$ cat src/rtl/voice_ctrl_pkg.sv
`default_nettype none
// +----------------------------------------------------------------------------+
// | voice_pkg : shared types and pitch table for the voice_ctrl front end      |
// | Rev 1.0                                                                    |
// +----------------------------------------------------------------------------+
package voice_pkg;

  localparam int NOTE_W   = 7;
  localparam int FREQ_W   = 24;
  localparam int BASE_OCT = 10;

  // Phase increments for the top octave (notes 120..131); lower octaves shift right.
  localparam logic [FREQ_W-1:0] SEMI_INC [12] = '{
    24'd2926233, 24'd3100235, 24'd3284585, 24'd3479896,
    24'd3686822, 24'd3906052, 24'd4138318, 24'd4384395,
    24'd4645104, 24'd4921317, 24'd5213953, 24'd5523991
  };

  typedef enum logic [1:0] {
    ST_IDLE = 2'd0,
    ST_CALC = 2'd1,
    ST_RUN  = 2'd2,
    ST_OUT  = 2'd3
  } state_t;

  function automatic logic [FREQ_W-1:0] semi_inc(input logic [3:0] k);
    case (k)
      4'd0:    return SEMI_INC[0];
      4'd1:    return SEMI_INC[1];
      4'd2:    return SEMI_INC[2];
      4'd3:    return SEMI_INC[3];
      4'd4:    return SEMI_INC[4];
      4'd5:    return SEMI_INC[5];
      4'd6:    return SEMI_INC[6];
      4'd7:    return SEMI_INC[7];
      4'd8:    return SEMI_INC[8];
      4'd9:    return SEMI_INC[9];
      4'd10:   return SEMI_INC[10];
      4'd11:   return SEMI_INC[11];
      default: return '0;
    endcase
  endfunction

endpackage
`default_nettype wire

$ cat src/rtl/voice_ctrl_note_stack.sv
`default_nettype none
// +----------------------------------------------------------------------------+
// | note_stack : last-note-priority stack, entry 0 is the sounding note        |
// | Rev 1.0                                                                    |
// +----------------------------------------------------------------------------+
module note_stack
  import voice_pkg::*;
#(
  parameter int DEPTH = 4
) (
  input  logic              clk,
  input  logic              rst,
  input  logic              on_i,
  input  logic              off_i,
  input  logic [NOTE_W-1:0] note_i,
  output logic [NOTE_W-1:0] top_o,
  output logic              empty_o,
  output logic              full_o
);

  logic [NOTE_W-1:0] stk_q [DEPTH];
  logic [DEPTH-1:0]  vld_q;

  logic [DEPTH-1:0]  match;
  logic [DEPTH-1:0]  shift;
  logic [NOTE_W-1:0] rm_note [DEPTH];
  logic [DEPTH-1:0]  rm_vld;

  // Every entry at or below the matching one moves up by one slot.
  always_comb begin
    logic acc;
    acc   = 1'b0;
    shift = '0;
    for (int i = 0; i < DEPTH; i++) begin
      acc      = acc | match[i];
      shift[i] = acc;
    end
  end

  generate
    for (genvar i = 0; i < DEPTH; i++) begin : g_ent
      assign match[i] = vld_q[i] && (stk_q[i] == note_i);
      if (i == DEPTH - 1) begin : g_last
        assign rm_note[i] = shift[i] ? '0 : stk_q[i];
        assign rm_vld[i]  = vld_q[i] & ~shift[i];
      end else begin : g_mid
        assign rm_note[i] = shift[i] ? stk_q[i+1] : stk_q[i];
        assign rm_vld[i]  = shift[i] ? vld_q[i+1] : vld_q[i];
      end
    end
  endgenerate

  // A note-on pushes onto the compacted stack; the bottom entry falls off when full.
  always_ff @(posedge clk) begin
    if (rst) begin
      vld_q <= '0;
      for (int i = 0; i < DEPTH; i++) stk_q[i] <= '0;
    end else if (on_i) begin
      stk_q[0] <= note_i;
      vld_q[0] <= 1'b1;
      for (int i = 1; i < DEPTH; i++) begin
        stk_q[i] <= rm_note[i-1];
        vld_q[i] <= rm_vld[i-1];
      end
    end else if (off_i) begin
      for (int i = 0; i < DEPTH; i++) stk_q[i] <= rm_note[i];
      vld_q <= rm_vld;
    end
  end

  assign top_o   = stk_q[0];
  assign empty_o = ~vld_q[0];
  assign full_o  = vld_q[DEPTH-1];

endmodule
`default_nettype wire

$ cat src/rtl/voice_ctrl.sv
`default_nettype none
// +----------------------------------------------------------------------------+
// | voice_ctrl : monophonic front end sequencing super_saw once per frame      |
// | Rev 1.0                                                                    |
// +----------------------------------------------------------------------------+
module voice_ctrl
  import voice_pkg::*;
#(
  parameter int DEPTH = 4
) (
  input  logic              clk,
  input  logic              rst,
  input  logic              sample_tick_i,
  input  logic              ev_valid_i,
  output logic              ev_ready_o,
  input  logic              ev_note_on_i,
  input  logic [NOTE_W-1:0] ev_note_i,
  output logic              ss_start_o,
  input  logic              ss_finish_i,
  output logic              ss_gate_o,
  output logic              ss_trigger_o,
  output logic [FREQ_W-1:0] ss_freq_o,
  input  logic [FREQ_W-1:0] ss_wave_i,
  output logic              out_valid_o,
  output logic [FREQ_W-1:0] out_sample_o,
  output logic              overrun_o
);

  state_t            state_q;
  logic              tick_pend_q;
  logic              trig_pend_q;
  logic              calc_busy_q;
  logic [NOTE_W-1:0] rem_q;
  logic [3:0]        oct_q;

  logic              ss_start_q;
  logic              ss_gate_q;
  logic              ss_trigger_q;
  logic [FREQ_W-1:0] ss_freq_q;
  logic              out_valid_q;
  logic [FREQ_W-1:0] out_sample_q;
  logic              overrun_q;

  logic              ev_accept;
  logic [NOTE_W-1:0] stk_top;
  logic              stk_empty;
  logic              stk_full_unused;

  assign ev_ready_o = ~rst & (state_q == ST_IDLE) & ~sample_tick_i & ~tick_pend_q;
  assign ev_accept  = ev_valid_i & ev_ready_o;

  note_stack #(.DEPTH(DEPTH)) u_stack (
    .clk     (clk),
    .rst     (rst),
    .on_i    (ev_accept & ev_note_on_i),
    .off_i   (ev_accept & ~ev_note_on_i),
    .note_i  (ev_note_i),
    .top_o   (stk_top),
    .empty_o (stk_empty),
    .full_o  (stk_full_unused)
  );

  always_ff @(posedge clk) begin
    if (rst) begin
      state_q      <= ST_IDLE;
      tick_pend_q  <= 1'b0;
      trig_pend_q  <= 1'b0;
      calc_busy_q  <= 1'b0;
      rem_q        <= '0;
      oct_q        <= '0;
      ss_start_q   <= 1'b0;
      ss_gate_q    <= 1'b0;
      ss_trigger_q <= 1'b0;
      ss_freq_q    <= '0;
      out_valid_q  <= 1'b0;
      out_sample_q <= '0;
      overrun_q    <= 1'b0;
    end else begin
      ss_start_q  <= 1'b0;
      out_valid_q <= 1'b0;
      overrun_q   <= 1'b0;

      // Ticks that cannot start a frame now are remembered once; a second is lost.
      if (sample_tick_i && (state_q != ST_IDLE || tick_pend_q)) begin
        if (tick_pend_q) overrun_q   <= 1'b1;
        else             tick_pend_q <= 1'b1;
      end

      case (state_q)
        ST_IDLE: begin
          if (sample_tick_i || tick_pend_q) begin
            state_q      <= ST_RUN;
            ss_start_q   <= 1'b1;
            tick_pend_q  <= 1'b0;
            ss_trigger_q <= trig_pend_q;
            trig_pend_q  <= 1'b0;
            ss_gate_q    <= ~stk_empty;
          end else if (ev_valid_i) begin
            state_q     <= ST_CALC;
            calc_busy_q <= 1'b0;
            if (ev_note_on_i) trig_pend_q <= 1'b1;
          end
        end
        ST_CALC: begin
          // The stack settles on the accept edge, so the top is loaded one cycle later.
          if (!calc_busy_q) begin
            if (stk_empty) begin
              state_q <= ST_IDLE;
            end else begin
              rem_q       <= stk_top;
              oct_q       <= '0;
              calc_busy_q <= 1'b1;
            end
          end else if (rem_q >= 7'd12) begin
            rem_q <= rem_q - 7'd12;
            oct_q <= oct_q + 4'd1;
          end else begin
            ss_freq_q   <= semi_inc(rem_q[3:0]) >> (4'(BASE_OCT) - oct_q);
            calc_busy_q <= 1'b0;
            state_q     <= ST_IDLE;
          end
        end
        ST_RUN: begin
          if (ss_finish_i) begin
            out_sample_q <= ss_wave_i;
            state_q      <= ST_OUT;
          end
        end
        ST_OUT: begin
          out_valid_q  <= 1'b1;
          ss_trigger_q <= 1'b0;
          state_q      <= ST_IDLE;
        end
        default: state_q <= ST_IDLE;
      endcase
    end
  end

  assign ss_start_o   = ss_start_q;
  assign ss_gate_o    = ss_gate_q;
  assign ss_trigger_o = ss_trigger_q;
  assign ss_freq_o    = ss_freq_q;
  assign out_valid_o  = out_valid_q;
  assign out_sample_o = out_sample_q;
  assign overrun_o    = overrun_q;

endmodule
`default_nettype wire

$ cat config.mk
export PLATFORM = sky130hd
export DESIGN_NAME = voice_ctrl
export DESIGN_NICKNAME = d
export VERILOG_FILES = /design/src/rtl/voice_ctrl_pkg.sv /design/src/rtl/voice_ctrl_note_stack.sv /design/src/rtl/voice_ctrl.sv
export SDC_FILE = /design/constraint.sdc
export NUM_CORES = 1
export LEC_CHECK = 0
export BUFFER_PORTS_ARGS = -buffer_cell sky130_fd_sc_hd__buf_2
export CORE_ASPECT_RATIO = 1.25
export CORE_MARGIN = 2
export CORE_UTILIZATION = 62
export DETAILED_ROUTE_END_ITERATION = 6
export PLACE_DENSITY_LB_ADDON = 0.25
export SYNTH_ARGS = -nofsm -noshare
export SYNTH_HDL_FRONTEND = slang
export SYNTH_SLANG_ARGS = --single-unit
$ cat constraint.sdc
create_clock -name clk -period 4.8 [get_ports clk]
set_input_delay 0.72 -clock clk [delete_from_list [all_inputs] [get_ports clk]]
set_output_delay 0.72 -clock clk [all_outputs]
set_load 0.03 [all_outputs]
==> results.ini, run 1 <==
[run_status]
run_status=finished with violations
failed_checks=design-rule violations

[pwr]
seqPwrFrac_pct=42.5
power_density_mw_per_mm2=363
combPwrFrac_pct=10.5
p_int_mw=2.06
max-vdd-ir-drop_mv=0.258
p_sw_share_pct=25.7
netSwitchingPower_mw=0.712
pwr-share-clk_pct=47.0
p_leak_nw=3.13

[timing]
min_period_ps=2980
timing.hold.ws_ps=450
rsz0062_at_grt=no
fin_crit_sh_pct=62.1
finalHoldViolations=0
setup_viol=0
fmax_ghz=0.335
fin_worst_skew_ps=6.81
worst_pin_slew_ps=1070
slew_violations=0
setup_tns_ps=0
slew_headroom_pct=28.0

[worst_setup_path]
path_max_fanout=18
criticalPathCategory=reg -> reg
critPathRequiredTime_ps=4840
worstSetupEndpointType=flop
cp.arrival_ps=3020
start_kind=flop

[global_routing]
use_met3_pct=7.08
grtUsageMet2_pct=48.7
antenna_found_initial=0
gr-total-overflow=0
use_met1_pct=32.8
grt_usage_pct=28.2
grt_pass1_vias=5328
grt_pass1_wl_um=25300
grt_max_degree=69
top_usage_layer=met2

[synth]
synth_seq_cells=123
ys_seq_area_share_pct=41.6
post_synth_inst_count=721
ys_warn_count=0
synth_cell_types=63
synth_top_area_share_pct=28.8
synth_edf_count=28
synthTopCellsByArea=dfxtp_1 29%, edfxtp_1 13%, mux4_2 6.5%
synthArstFlopShare_pct=0
synth_top_cell_by_area=dfxtp_1
syn_nets=769
post_synth.cell_area_avg_um2=9.15
syn_area_mm2=0.00660
synth-main-ff-cell=dfxtp_1

[layout]
fin_cells=922
n_antenna_cell=0
post-route-util_pct=72.9
num-fill-cells=772
nets=826
drive_gt1_share_pct=22.3
syn2layout_area_growth_pct=15.6

[floorplanning]
initial_core_util_pct=63.1
io_pins=91
rows=42
core-area_mm2=0.0105
die_h_um=119
die_w_um=96.3
die_area_mm2=0.0115

[cts]
cts_htree_levels=4
hold_buffers=0
clockBufferDepth=2
clk_pin_slew_ps=60
cts_made_buffers=17
cts_tree=built
cts_root_buffer=clkbuf_16
clock-sinks=123
ctsResizeCount=0
insertion_delay_ps=420
cts_setup_buffers=0

[routing]
firstDrtPassIters=7
route.detailed.drc=4
via_per_inst=6.13
ant_nets=0
drt_iter0_drc=335
drt_wl_total_um=15700
vias=5653
wl_per_cell_um=17.1

[placement]
numPortBuffers=89
dp_cells=891
dp_hpwl_um=10900
gp_congestion=0.927

[flow_run]
drv_cap=0

[min_path]
hp-class=reg -> reg

## per-stage QoR
step | power (mW) | setup WS, ps | instance area [µm²]
floorplan | 1.40 | 1730 | 6600
global route | 2.86 | 1620 | 7630
global placement | 1.47 | 1480 | 7010
CTS | 2.77 | 1790 | 7630
finish | 2.77 | 1820 | 7630
detailed placement | 1.48 | 1380 | 7010
## Yosys cell counts (all sizes together), types with 21 or more instances
| library cell | n |
|---|---|
| nand2 | 91 |
| nor2 | 65 |
| edfxtp | 28 |
| mux2i | 31 |
| inv | 21 |
| clkbuf | 38 |
| a211oi | 33 |
| buf | 22 |
| a21oi | 71 |
| xor2 | 22 |
| dfxtp | 95 |
## cells in the final DEF, fill, tap and decap left out, types with 5 or more instances in the layout
cell type,n
a211oi_1,33
a21oi_1,69
a22o_1,5
a31oi_1,12
and2_1,11
and3_1,5
buf_2,89
buf_4,9
clkbuf_16,19
clkinv_4,5
dfxtp_1,95
edfxtp_1,28
ha_1,11
inv_1,20
mux2_2,10
mux2i_1,31
mux4_2,19
nand2_1,91
nand3_1,17
nand4_1,5
nor2_1,65
nor3_1,19
o21ai_0,12
o22ai_1,10
xnor2_1,10
xor2_1,22
## cell families (layout without fill, tap and decap cells)
kind of cell | after synthesis | count (layout) | synth area share (%)
AND/OR/NAND/NOR | 238 | 238 | 16.7
AO/OA/AOI/OAI | 174 | 174 | 17.0
flip-flops | 123 | 123 | 41.6
buffers and inverters | 81 | 150 | 5.31
multiplexers | 60 | 60 | 12.9
XOR/XNOR | 33 | 33 | 4.38
adder cells (fa/ha/maj) | 11 | 11 | 2.09
other | 1 | 1 | 0.0569
## final timing paths
kind / end / depth (start not counted) / slack (ps) / start
hold reg to reg: ss_freq_o[1]$_SDFFE_PP0P_ / 2 / 450 / ss_freq_o[1]$_SDFFE_PP0P_
hold / removal: ss_freq_o[1]$_SDFFE_PP0P_ / 2 / 450 / ss_freq_o[1]$_SDFFE_PP0P_
setup reg to reg: u_stack.stk_q[3][2]$_SDFFCE_PP0P_ / 5 / 1820 / u_stack.stk_q[0][6]$_DFFE_PP_
setup / recovery: u_stack.stk_q[3][2]$_SDFFCE_PP0P_ / 5 / 1820 / u_stack.stk_q[0][6]$_DFFE_PP_
## cell type report
cell class              count  area [µm²]  share of cell area (%)
flip-flops and latches    123        2740                    36.0
clock buffers              19         475                    6.23
repair buffers             98         513                    6.73
well taps                 132         165                    2.17
inverters                  21        78.8                    1.03
multi-input cells         517        3510                    46.1
clock inverters            12         136                    1.79
## worst max-delay path, cell delays in order, from the launching register on
cell      delay, ps
edfxtp_1        470
xor2_1          210
nor4_2          370
nand3_2         410
and3_4          380
a21boi_0        770
## routing by layer
layer	wire [µm]	share of wire [%]	vias to the layer above
met4	509	3.2	0
li1	-	-	2708
met2	8010	51	239
met5	0	0	-
met3	1080	6.9	49
met1	6130	39	2657
## power groups by stage
stage / registers [mW] / clock network, mW / logic [mW]
floorplan: 1.19 / 0 / 0.208
global placement: 1.19 / 0 / 0.280
detailed placement: 1.19 / 0 / 0.286
CTS: 1.17 / 1.31 / 0.289
global route: 1.18 / 1.37 / 0.316
finish: 1.18 / 1.30 / 0.291
Power figures use the tool's default switching activity.
==> run 2, diff against run 1 <==
CORE_UTILIZATION = 58   (was 62)
clock period = 3 ns   (was 4.8 ns; I/O delays follow)
==> results.ini, run 2 (synthesis results as in run 1) <==
[run_status]
run_status=finished, final reports clean

[worst_setup_path]
start_kind=flop
reg2reg_slack_ps=390  ; -1430 ps
slowest_stage=dfxtp_1
startpoint=rem_q[2]$_SDFFE_PP0N_
rr_startpoint=rem_q[2]$_SDFFE_PP0N_
cp.arrival_ps=2950  ; -70 ps
reg2regPathDepth=8  ; +3
criticalPathCategory=reg -> reg
path_max_fanout=14  ; -4
worstSetupEndpointType=flop
slowest_delay_ps=410  ; -360 ps
path_delay_family=compound AO/OA/AOI/OAI gates
crit_chain=ha_1, or3b_1, and3_1, a21oi_4, a211o_2, inv_2, mux2_2, o22ai_1
critPathRequiredTime_ps=3340  ; -1500 ps
critPathBufInv=1  ; +1

[floorplanning]
die_h_um=123  ; +3.3%
rows=43  ; +2.4%
initial_core_util_pct=59.5  ; -3.6 points
core-area_mm2=0.0111  ; +6.0%
die_w_um=99.4  ; +3.2%
die_area_mm2=0.0122  ; +6.6%
io_pins=91  ; unchanged

[min_path]
min_path_cells=3  ; +1
hp-start=ss_wave_i[9]
hp-class=in -> reg
min_to=out_sample_o[9]$_SDFFE_PP0P_

[flow_run]
drv_cap=0  ; unchanged

[routing]
vias=5605  ; -0.85%
via_per_inst=5.99  ; -2.3%
ant_nets=0  ; unchanged
drt_iter0_drc=285  ; -15%
firstDrtPassIters=5  ; -2
wl_per_cell_um=16.5  ; -3.2%
drt_wl_total_um=15500  ; -1.8%
route.detailed.drc=0  ; -4

[cts]
cts_htree_levels=4  ; unchanged
clk_pin_slew_ps=50  ; about the same
clock-sinks=123  ; unchanged
cts_tree=built
cts_made_buffers=17  ; unchanged
insertion_delay_ps=420  ; about the same
ctsResizeCount=0  ; unchanged
cts_root_buffer=clkbuf_16
cts_setup_buffers=0  ; unchanged
hold_buffers=0  ; unchanged
clockBufferDepth=2  ; unchanged

[global_routing]
grt_max_degree=51  ; -26%
grt_usage_pct=25.7  ; -2.6 points
grt_pass1_wl_um=25100  ; -0.71%
grt_pass1_vias=5211  ; -2.2%
gr-total-overflow=0  ; unchanged
antenna_found_initial=0  ; unchanged

[timing]
slew_headroom_pct=31.0  ; +3.0 points
setup_tns_ps=0  ; unchanged
worst_pin_slew_ps=1030  ; -44.3 ps
fin_crit_sh_pct=87.0  ; +25 points
timing.hold.ws_ps=270  ; -179 ps
fmax_ghz=0.383  ; +14%
rsz0062_at_grt=no
finalHoldViolations=0  ; unchanged
fin_worst_skew_ps=9.22  ; +2.40 ps
setup_viol=0  ; unchanged
min_period_ps=2610  ; -374 ps
slew_violations=0  ; unchanged

[layout]
fin_cells=936  ; +1.5%
register_area_mm2=0.00274  ; unchanged
drive_gt1_share_pct=23.1  ; +0.82 points
nets=836  ; +1.2%
multiInputGateArea_mm2=0.00351  ; unchanged
layout.cells.most_common=dfxtp_1
layout_common_cells=95 x dfxtp_1, 91 x nand2_1, 89 x buf_2
n_antenna_cell=0  ; unchanged
num-fill-cells=830  ; +7.5%
syn2layout_area_growth_pct=16.1

[pwr]
power_density_mw_per_mm2=560  ; +54%
max-vdd-ir-drop_mv=0.382  ; +48%
power_mw=4.29  ; +55%
p_leak_nw=3.16  ; +0.73%

[placement]
dp_cells=904  ; +1.5%
gp_congestion=0.901  ; -2.8%
numPortBuffers=89  ; unchanged
dp_hpwl_um=11200  ; +2.3%

-- run 2: through the flow --
stage	util [%]	setup slack, ps	instance area, µm²
2_1_floorplan	-	203	6600
6_report	69.1	391	7660
3_5_place_dp	64.0	408	7090
5_1_grt	69.1	126	7660
4_1_cts	69.1	405	7660
3_3_place_gp	64.0	517	7090
-- run 2: routing by layer --
metal / track usage, % / share of wire, %
met4: 11.1 / 1.9
met1: 31.0 / 42
met3: 4.97 / 4.9
met2: 44.7 / 51
met5: 0 / 0
-- run 2: power by group --
group          internal (mW)  total [mW]  leakage [nW]  switching, mW
registers               1.79        1.87          1.06         0.0804
logic                  0.193       0.490          1.82          0.298
clock network           1.20        1.93         0.274          0.731
total                   3.18        4.29          3.16           1.11
-- run 2: how the worst max path moves through the flow --
stage / end / cells after the start / slack (ps)
after CTS: flop / 8 / 400
final: flop / 8 / 390
after global placement: flop / 8 / 520
after detailed placement: flop / 8 / 410
after global routing: flop / 8 / 130
after floorplan: u_stack.stk_q[3][0]$_SDFFCE_PP0P_ / 8 / 200
-- run 2: layout make-up --
type,count,area share [%]
clock inverters,11,1.21
multi-input cells,517,45.9
inverters,21,1.03
flip-flops and latches,123,35.8
repair buffers,108,7.68
clock buffers,21,6.16
well taps,135,2.21
-- run 2: worst min-delay path, stage by stage --
cell and delay (ps):
buf_2 90, nand2_1 40, a21oi_1 50
